**config.mk**
```make
export PLATFORM = sky130hd
export DESIGN_NAME = clock_generator
export DESIGN_NICKNAME = d
export VERILOG_FILES = /design/src/rtl/lvdc_clock_pkg.sv /design/src/rtl/clock_divider.sv /design/src/rtl/clock_generator.sv
export SDC_FILE = /design/constraint.sdc
export NUM_CORES = 1
export LEC_CHECK = 0
export CAP_MARGIN = 40
export CORE_ASPECT_RATIO = 0.9
export CORE_UTILIZATION = 30
export CTS_CLUSTER_DIAMETER = 40
export CTS_CLUSTER_SIZE = 8
export DETAILED_ROUTE_END_ITERATION = 7
export PLACE_DENSITY = 0.48
export SETUP_SLACK_MARGIN = 0.2
export SYNTH_ARGS = -nofsm -noshare
export SYNTH_HDL_FRONTEND = slang
export SYNTH_HIERARCHICAL = 1
export SYNTH_SLANG_ARGS = --single-unit
```
**constraint.sdc**
```tcl
create_clock -name clk -period 2.8 [get_ports clk]
set_clock_uncertainty 0.1 [all_clocks]
set_input_delay 0.7 -clock clk [delete_from_list [all_inputs] [get_ports clk]]
set_output_delay 0.7 -clock clk [all_outputs]
set_load 0.1 [all_outputs]
```
**src/rtl/lvdc_clock_pkg.sv**
```systemverilog
// Shared types and constants for the four-phase master clock generator.
// Phase lines are carried as a packed (P,Q,R) triple; complements are
// derived at the output registers.
package lvdc_clock_pkg;

  typedef enum logic [1:0] {
    PH_W = 2'd0,
    PH_X = 2'd1,
    PH_Y = 2'd2,
    PH_Z = 2'd3
  } phase_t;

  typedef enum logic [1:0] {
    SETTLE = 2'd0,
    RUN    = 2'd1,
    HALT   = 2'd2,
    STEP   = 2'd3
  } gen_state_t;

  typedef struct packed {
    logic p;
    logic q;
    logic r;
  } pqr_t;

  localparam pqr_t PQR_W = '{p: 1'b1, q: 1'b1, r: 1'b1};
  localparam pqr_t PQR_X = '{p: 1'b0, q: 1'b1, r: 1'b0};
  localparam pqr_t PQR_Y = '{p: 1'b1, q: 1'b0, r: 1'b0};
  localparam pqr_t PQR_Z = '{p: 1'b0, q: 1'b0, r: 1'b1};

  // Phase-line pattern presented to the drivers for a given phase.
  function automatic pqr_t phase_pqr(input phase_t ph);
    case (ph)
      PH_W:    return PQR_W;
      PH_X:    return PQR_X;
      PH_Y:    return PQR_Y;
      default: return PQR_Z;
    endcase
  endfunction

  // W -> X -> Y -> Z -> W; the 2-bit encoding wraps naturally.
  function automatic phase_t next_phase(input phase_t ph);
    return phase_t'(ph + 2'd1);
  endfunction

endpackage

```
**src/rtl/clock_divider.sv**
```systemverilog
// DIV-cycle tick generator. tick is high on the last cycle of each
// DIV-cycle slot while enabled; clr restarts the slot synchronously.
module clock_divider
  import lvdc_clock_pkg::*;
#(
  parameter int DIV = 4
) (
  input  logic clk,
  input  logic rst,
  input  logic en,
  input  logic clr,
  output logic tick
);

  localparam logic [3:0] DIV_LAST = 4'(DIV - 1);

  logic [3:0] cnt_q;

  assign tick = en && (cnt_q == DIV_LAST);

  // Slot counter: clear wins, otherwise count 0..DIV-1 while enabled.
  // NOTE: state registers use non-blocking (<=) so every flop samples pre-edge values.
  always_ff @(posedge clk or posedge rst) begin
    if (rst) begin
      cnt_q <= '0;
    end else if (clr) begin
      cnt_q <= '0;
    end else if (en) begin
      cnt_q <= tick ? 4'd0 : cnt_q + 4'd1;
    end
  end

endmodule

```
**src/rtl/clock_generator.sv**
```systemverilog
// Master clock-phase generator: divides clk into a repeating W-X-Y-Z
// sequence on the P/Q/R phase lines, gates the drivers with bop, counts
// bit times within a word and supports halting at bit boundaries.
// Optional single-step support is built when CLOCK_GEN_STEP_EN is defined;
// otherwise step_req is ignored and step_ack is tied low.
//
// Every entry into RUN or STEP starts with a lead-in slot of DIV cycles
// holding Z; the Z->W advance that ends the lead-in is not a bit boundary,
// because the bit counter was already updated when the previous bit ended.
module clock_generator
  import lvdc_clock_pkg::*;
#(
  parameter int DIV           = 4,
  parameter int SETTLE_CYCLES = 64,
  parameter int WORD_BITS     = 26
) (
  input  logic       clk,
  input  logic       rst,
  input  logic       halt_req,
  input  logic       step_req,
  output logic       cgpp,
  output logic       cgppn,
  output logic       cgqp,
  output logic       cgqpn,
  output logic       cgrp,
  output logic       cgrpn,
  output logic       bop,
  output logic [4:0] bit_cnt,
  output logic       word_end,
  output logic       halted,
  output logic       step_ack
);

  localparam logic [9:0] SETTLE_LAST = 10'(SETTLE_CYCLES - 1);
  localparam logic [4:0] BIT_LAST    = 5'(WORD_BITS - 1);

  gen_state_t state_q, state_d;
  phase_t     phase_q, phase_d;
  logic [4:0] bit_cnt_q, bit_cnt_d;
  logic [9:0] settle_cnt_q;
  logic       lead_q, lead_d;
  logic       tick, div_en, div_clr, boundary, step_go, wrap;
  pqr_t       pqr_d;

  logic cgpp_q, cgppn_q, cgqp_q, cgqpn_q, cgrp_q, cgrpn_q;
  logic bop_q, word_end_q, halted_q;

`ifdef CLOCK_GEN_STEP_EN
  logic step_ack_q;
  assign step_go = step_req;
`else
  logic unused_step_req;
  assign unused_step_req = step_req;
  assign step_go         = 1'b0;
`endif

  clock_divider #(.DIV(DIV)) u_div (
    .clk  (clk),
    .rst  (rst),
    .en   (div_en),
    .clr  (div_clr),
    .tick (tick)
  );

  // Next state, phase, bit count and lead-in flag.
  always_comb begin
    // NOTE: every signal assigned here gets a default first so no path infers a latch.
    state_d   = state_q;
    phase_d   = phase_q;
    bit_cnt_d = bit_cnt_q;
    lead_d    = lead_q;
    wrap      = 1'b0;
    div_en    = (state_q == RUN) || (state_q == STEP);
    boundary  = div_en && tick && !lead_q && (phase_q == PH_Z);

    case (state_q)
      SETTLE: if (settle_cnt_q == SETTLE_LAST) state_d = RUN;
      RUN:    if (boundary && halt_req) state_d = HALT;
      HALT: begin
        if (!halt_req)    state_d = RUN;
        else if (step_go) state_d = STEP;
      end
`ifdef CLOCK_GEN_STEP_EN
      STEP:   if (boundary) state_d = HALT;
`endif
      default: state_d = SETTLE;
    endcase

    if (div_en && tick) begin
      lead_d = 1'b0;
      if (boundary) begin
        wrap      = (bit_cnt_q == BIT_LAST);
        bit_cnt_d = wrap ? 5'd0 : bit_cnt_q + 5'd1;
        phase_d   = (state_d == HALT) ? PH_Z : PH_W;
      end else begin
        phase_d = next_phase(phase_q);
      end
    end

    if ((state_d != state_q) && ((state_d == RUN) || (state_d == STEP))) lead_d = 1'b1;

    div_clr = (state_d != state_q);
    pqr_d   = phase_pqr(phase_d);
  end

  // FSM, counters and registered outputs; reset is immediate.
  always_ff @(posedge clk or posedge rst) begin
    if (rst) begin
      state_q      <= SETTLE;
      phase_q      <= PH_Z;
      bit_cnt_q    <= '0;
      settle_cnt_q <= '0;
      lead_q       <= 1'b0;
      cgpp_q       <= PQR_Z.p;
      cgppn_q      <= ~PQR_Z.p;
      cgqp_q       <= PQR_Z.q;
      cgqpn_q      <= ~PQR_Z.q;
      cgrp_q       <= PQR_Z.r;
      cgrpn_q      <= ~PQR_Z.r;
      bop_q        <= 1'b0;
      word_end_q   <= 1'b0;
      halted_q     <= 1'b0;
`ifdef CLOCK_GEN_STEP_EN
      step_ack_q   <= 1'b0;
`endif
    end else begin
      state_q    <= state_d;
      phase_q    <= phase_d;
      bit_cnt_q  <= bit_cnt_d;
      lead_q     <= lead_d;
      if (state_q == SETTLE) settle_cnt_q <= settle_cnt_q + 10'd1;
      cgpp_q     <= pqr_d.p;
      cgppn_q    <= ~pqr_d.p;
      cgqp_q     <= pqr_d.q;
      cgqpn_q    <= ~pqr_d.q;
      cgrp_q     <= pqr_d.r;
      cgrpn_q    <= ~pqr_d.r;
      bop_q      <= (state_d == RUN) || (state_d == STEP);
      word_end_q <= wrap;
      halted_q   <= (state_d == HALT);
`ifdef CLOCK_GEN_STEP_EN
      step_ack_q <= boundary && (state_q == STEP);
`endif
    end
  end

  assign cgpp     = cgpp_q;
  assign cgppn    = cgppn_q;
  assign cgqp     = cgqp_q;
  assign cgqpn    = cgqpn_q;
  assign cgrp     = cgrp_q;
  assign cgrpn    = cgrpn_q;
  assign bop      = bop_q;
  assign bit_cnt  = bit_cnt_q;
  assign word_end = word_end_q;
  assign halted   = halted_q;
`ifdef CLOCK_GEN_STEP_EN
  assign step_ack = step_ack_q;
`else
  assign step_ack = 1'b0;
`endif

endmodule
```
==> impl_metrics.py <==
metrics = {
    "status": {
        "status": "completed",
    },
    "critical_path": {
        "crit_path_start_kind": "flop",
        "cpMostUsedCell": "ha_1",
        "critPathMaxFanout": 5,
        "r2r-start": "cgppn",
        "r2r_slack_ns": 0.60,
        "cp_slowest_stage_delay_ns": 0.58,
        "worstPathArrival_ns": 2.27,
        "critPathCaptureType": "flop",
        "cp.required_ns": 2.87,
        "crit_type": "flop to flop",
        "r2r_end": "cgqp",
        "critPathSlowestCell": "dfstp_2",
        "crit_path_cell_trace": "ha_1, nor2b_1, mux2_2, a21o_1, ha_1, nor2_1, inv_1",
        "r2r_cells": 7,
    },
    "die": {
        "die_y_um": 69.7,
        "ios": 19,
        "rows": 24,
        "core_mm2": 0.00486,
        "start_util": 0.314,
        "die_area_mm2": 0.00538,
        "die_width_um": 77.2,
    },
    "synthesis": {
        "synth_fp_nets": 146,
        "syn_area_mm2": 0.00153,
        "synth_mux_area_frac": 0.0377,
        "synthFlopType": "dfrtp_1",
        "synth-edff-count": 0,
        "syn-instance-count": 135,
        "ys_types": 39,
        "synthSimpleGateAreaFrac": 0.191,
        "syn_area_per_cell_um2": 11.3,
        "synth_fa_ha_area_frac": 0.0574,
        "ys_ff_latch": 32,
        "synth_top_family_by_area": "simple AND/OR/NAND/NOR gates",
        "ys_seq_area_frac": 0.528,
        "synth_warnings": 6,
        "synth_compound_area_frac": 0.0893,
        "synthArstFlopShare": 1.00,
        "synth_xor_area_frac": 0.0574,
    },
    "sta": {
        "min_period_ns": 2.20,
        "tns_ns": 0,
        "rsz0062_at_grt": "false",
        "fmax_ghz": 0.454,
        "drv_slew": 0,
        "post-route-period-util": 0.787,
        "setup_violations": 0,
        "hold_viol_final": 0,
    },
    "flow_run": {
        "drv_cap": 0,
    },
    "routing": {
        "drc_errors": 0,
        "drt-total-wl_um": 2750,
        "firstDrtPassIters": 4,
        "drt_iter0_drc": 69,
        "vias": 1008,
        "avgRoutedWirePerCell_um": 12.4,
        "ant_nets": 0,
        "viasPerCell": 4.54,
    },
    "layout": {
        "area_delta_synth_final_pct": 19.8,
        "final_common_cell": "dfrtp_1",
        "design_area_mm2": 0.00183,
        "layout_common_cells": "dfrtp_1, buf_4, inv_1",
        "num_antenna_cells": 0,
        "drive_above_1_share": 0.236,
        "instances_no_fill": 222,
        "layout.nets": 168,
        "fillers": 499,
    },
    "global_routing": {
        "grt_usage": 0.120,
        "antenna_found_initial": 0,
        "grt_pass1_wl_um": 5000,
        "overflow": 0,
        "grt_pass1_vias": 1011,
        "grt_max_degree": 29,
    },
    "min_path": {
        "worstHoldStart": "settle_cnt_q[9]",
        "hold_path.class": "flop to flop",
        "worstHoldPathCells": 1,
        "worstHoldEndpoint": "settle_cnt_q[9]",
    },
    "clock_tree": {
        "clk_pin_slew_worst_paths_ns": 0.07,
        "cts_root_buffer": "clkbuf_8",
        "cts_sinks": 32,
        "htreeDepth": 2,
        "worstSkewPairLatency_ns": 0.28,
        "hold_buffers": 0,
        "cts_resized": 0,
        "post_cts_buffers": 0,
        "cts_tree": "yes",
        "cts_buffers": 5,
        "cts_buffer_depth": 2,
    },
    "placed_design": {
        "dp_hpwl_um": 1940,
        "place_inst": 215,
        "portBuffers": 16,
        "gp_routability_congestion": 0.723,
        "place_area_mm2": 0.00173,
    },
    "power": {
        "p_leak_uw": 0.000891,
        "ir_worst_vdd_mv": 0.187,
        "power.density_mw_per_mm2": 473,
        "p_total_uw": 865,
    },
}
==> state kept, by name, indices dropped and copies added (netlist names) <==
name / flops
cgrpn: 1
halted: 1
cgppn: 1
state_q: 2
settle_cnt_q: 10
cgrp: 1
cgqpn: 1
cgqp: 1
bit_cnt: 5
bop: 1
word_end: 1
u_div/cnt_q: 4
lead_q: 1
cgpp: 1
phase_q: 1
==> critical path, delay by kind of cell, from the launching register on <==
family	cells	cell delay, ns
mux	1	0.37
flops	1	0.58
simple gates	2	0.38
buf+inv	1	0.06
fa+ha+maj	2	0.41
compound gates	1	0.20
==> worst max path at each step <==
stage	cells after the start	from	endpoint	slack, ns
2_1_floorplan	7	cgppn	cgqp	0.36
3_3_place_gp	7	halt_req	cgqp	0.38
3_5_place_dp	7	halt_req	cgqp	0.34
4_1_cts	7	cgppn	cgqp	0.59
5_1_grt	7	cgppn	cgqp	0.45
6_report	7	cgppn	cgqp	0.60
==> cells by family (layout without fill, tap and decap cells) <==
group,Yosys count,count (layout)
muxes,5,5
xor gates and xnor gates,10,10
adders and majority gates,7,7
buffers and inverters,13,35
AOI/OAI and AO/OA,21,21
other,1,1
and+or+nand+nor,46,46
DFF,32,32
==> power breakdown <==
group | internal (uW) | switching [uW] | leakage, uW
clock | 219 | 163 | 0.0000503
sequential | 463 | 0 | 0.000403
combinational | 4.16 | 16.5 | 0.000438
==> per-layer routing <==
metal | vias to the layer above | share of wire | global-route usage
met5 | - | 0 | 0
met4 | 0 | 0.017 | 0.0566
met3 | 6 | 0.046 | 0.0408
met2 | 17 | 0.42 | 0.163
met1 | 471 | 0.51 | 0.168
li1 | 514 | - | -
==> cells in the mapped netlist (all sizes together) (3+ instances only) <==
master | count | area [um^2]
dfrtp | 28 | 701
inv | 9 | 33.8
nand2 | 8 | 30.0
o21ai | 8 | 40.0
ha | 7 | 87.6
nor2 | 7 | 26.3
nand3 | 6 | 30.0
xor2 | 6 | 52.6
dfstp | 4 | 105
xnor2 | 4 | 35.0
a21bo | 3 | 30.0
a21oi | 3 | 15.0
and2 | 3 | 18.8
mux2 | 3 | 37.5
nand4b | 3 | 41.3
nor2b | 3 | 18.8
==> through the flow <==
stage / hold WS (ns) / utilization / setup slack [ns]
2_1_floorplan: 0.343 / - / 0.359
3_3_place_gp: 0.361 / 0.356 / 0.377
3_5_place_dp: 0.360 / 0.356 / 0.342
4_1_cts: 0.370 / 0.376 / 0.588
5_1_grt: 0.382 / 0.376 / 0.450
6_report: 0.372 / 0.376 / 0.595
==> layout make-up <==
| type | instances | area (um^2) | area share |
|---|---|---|---|
| Sequential cell | 32 | 806 | 0.440 |
| Multi-Input combinational cell | 90 | 664 | 0.363 |
| Timing Repair Buffer | 19 | 148 | 0.0807 |
| Clock buffer | 7 | 96.3 | 0.0527 |
| Tap cell | 65 | 81.3 | 0.0445 |
| Inverter | 9 | 33.8 | 0.0185 |
Note: power is estimated with default switching activity, not from simulation.
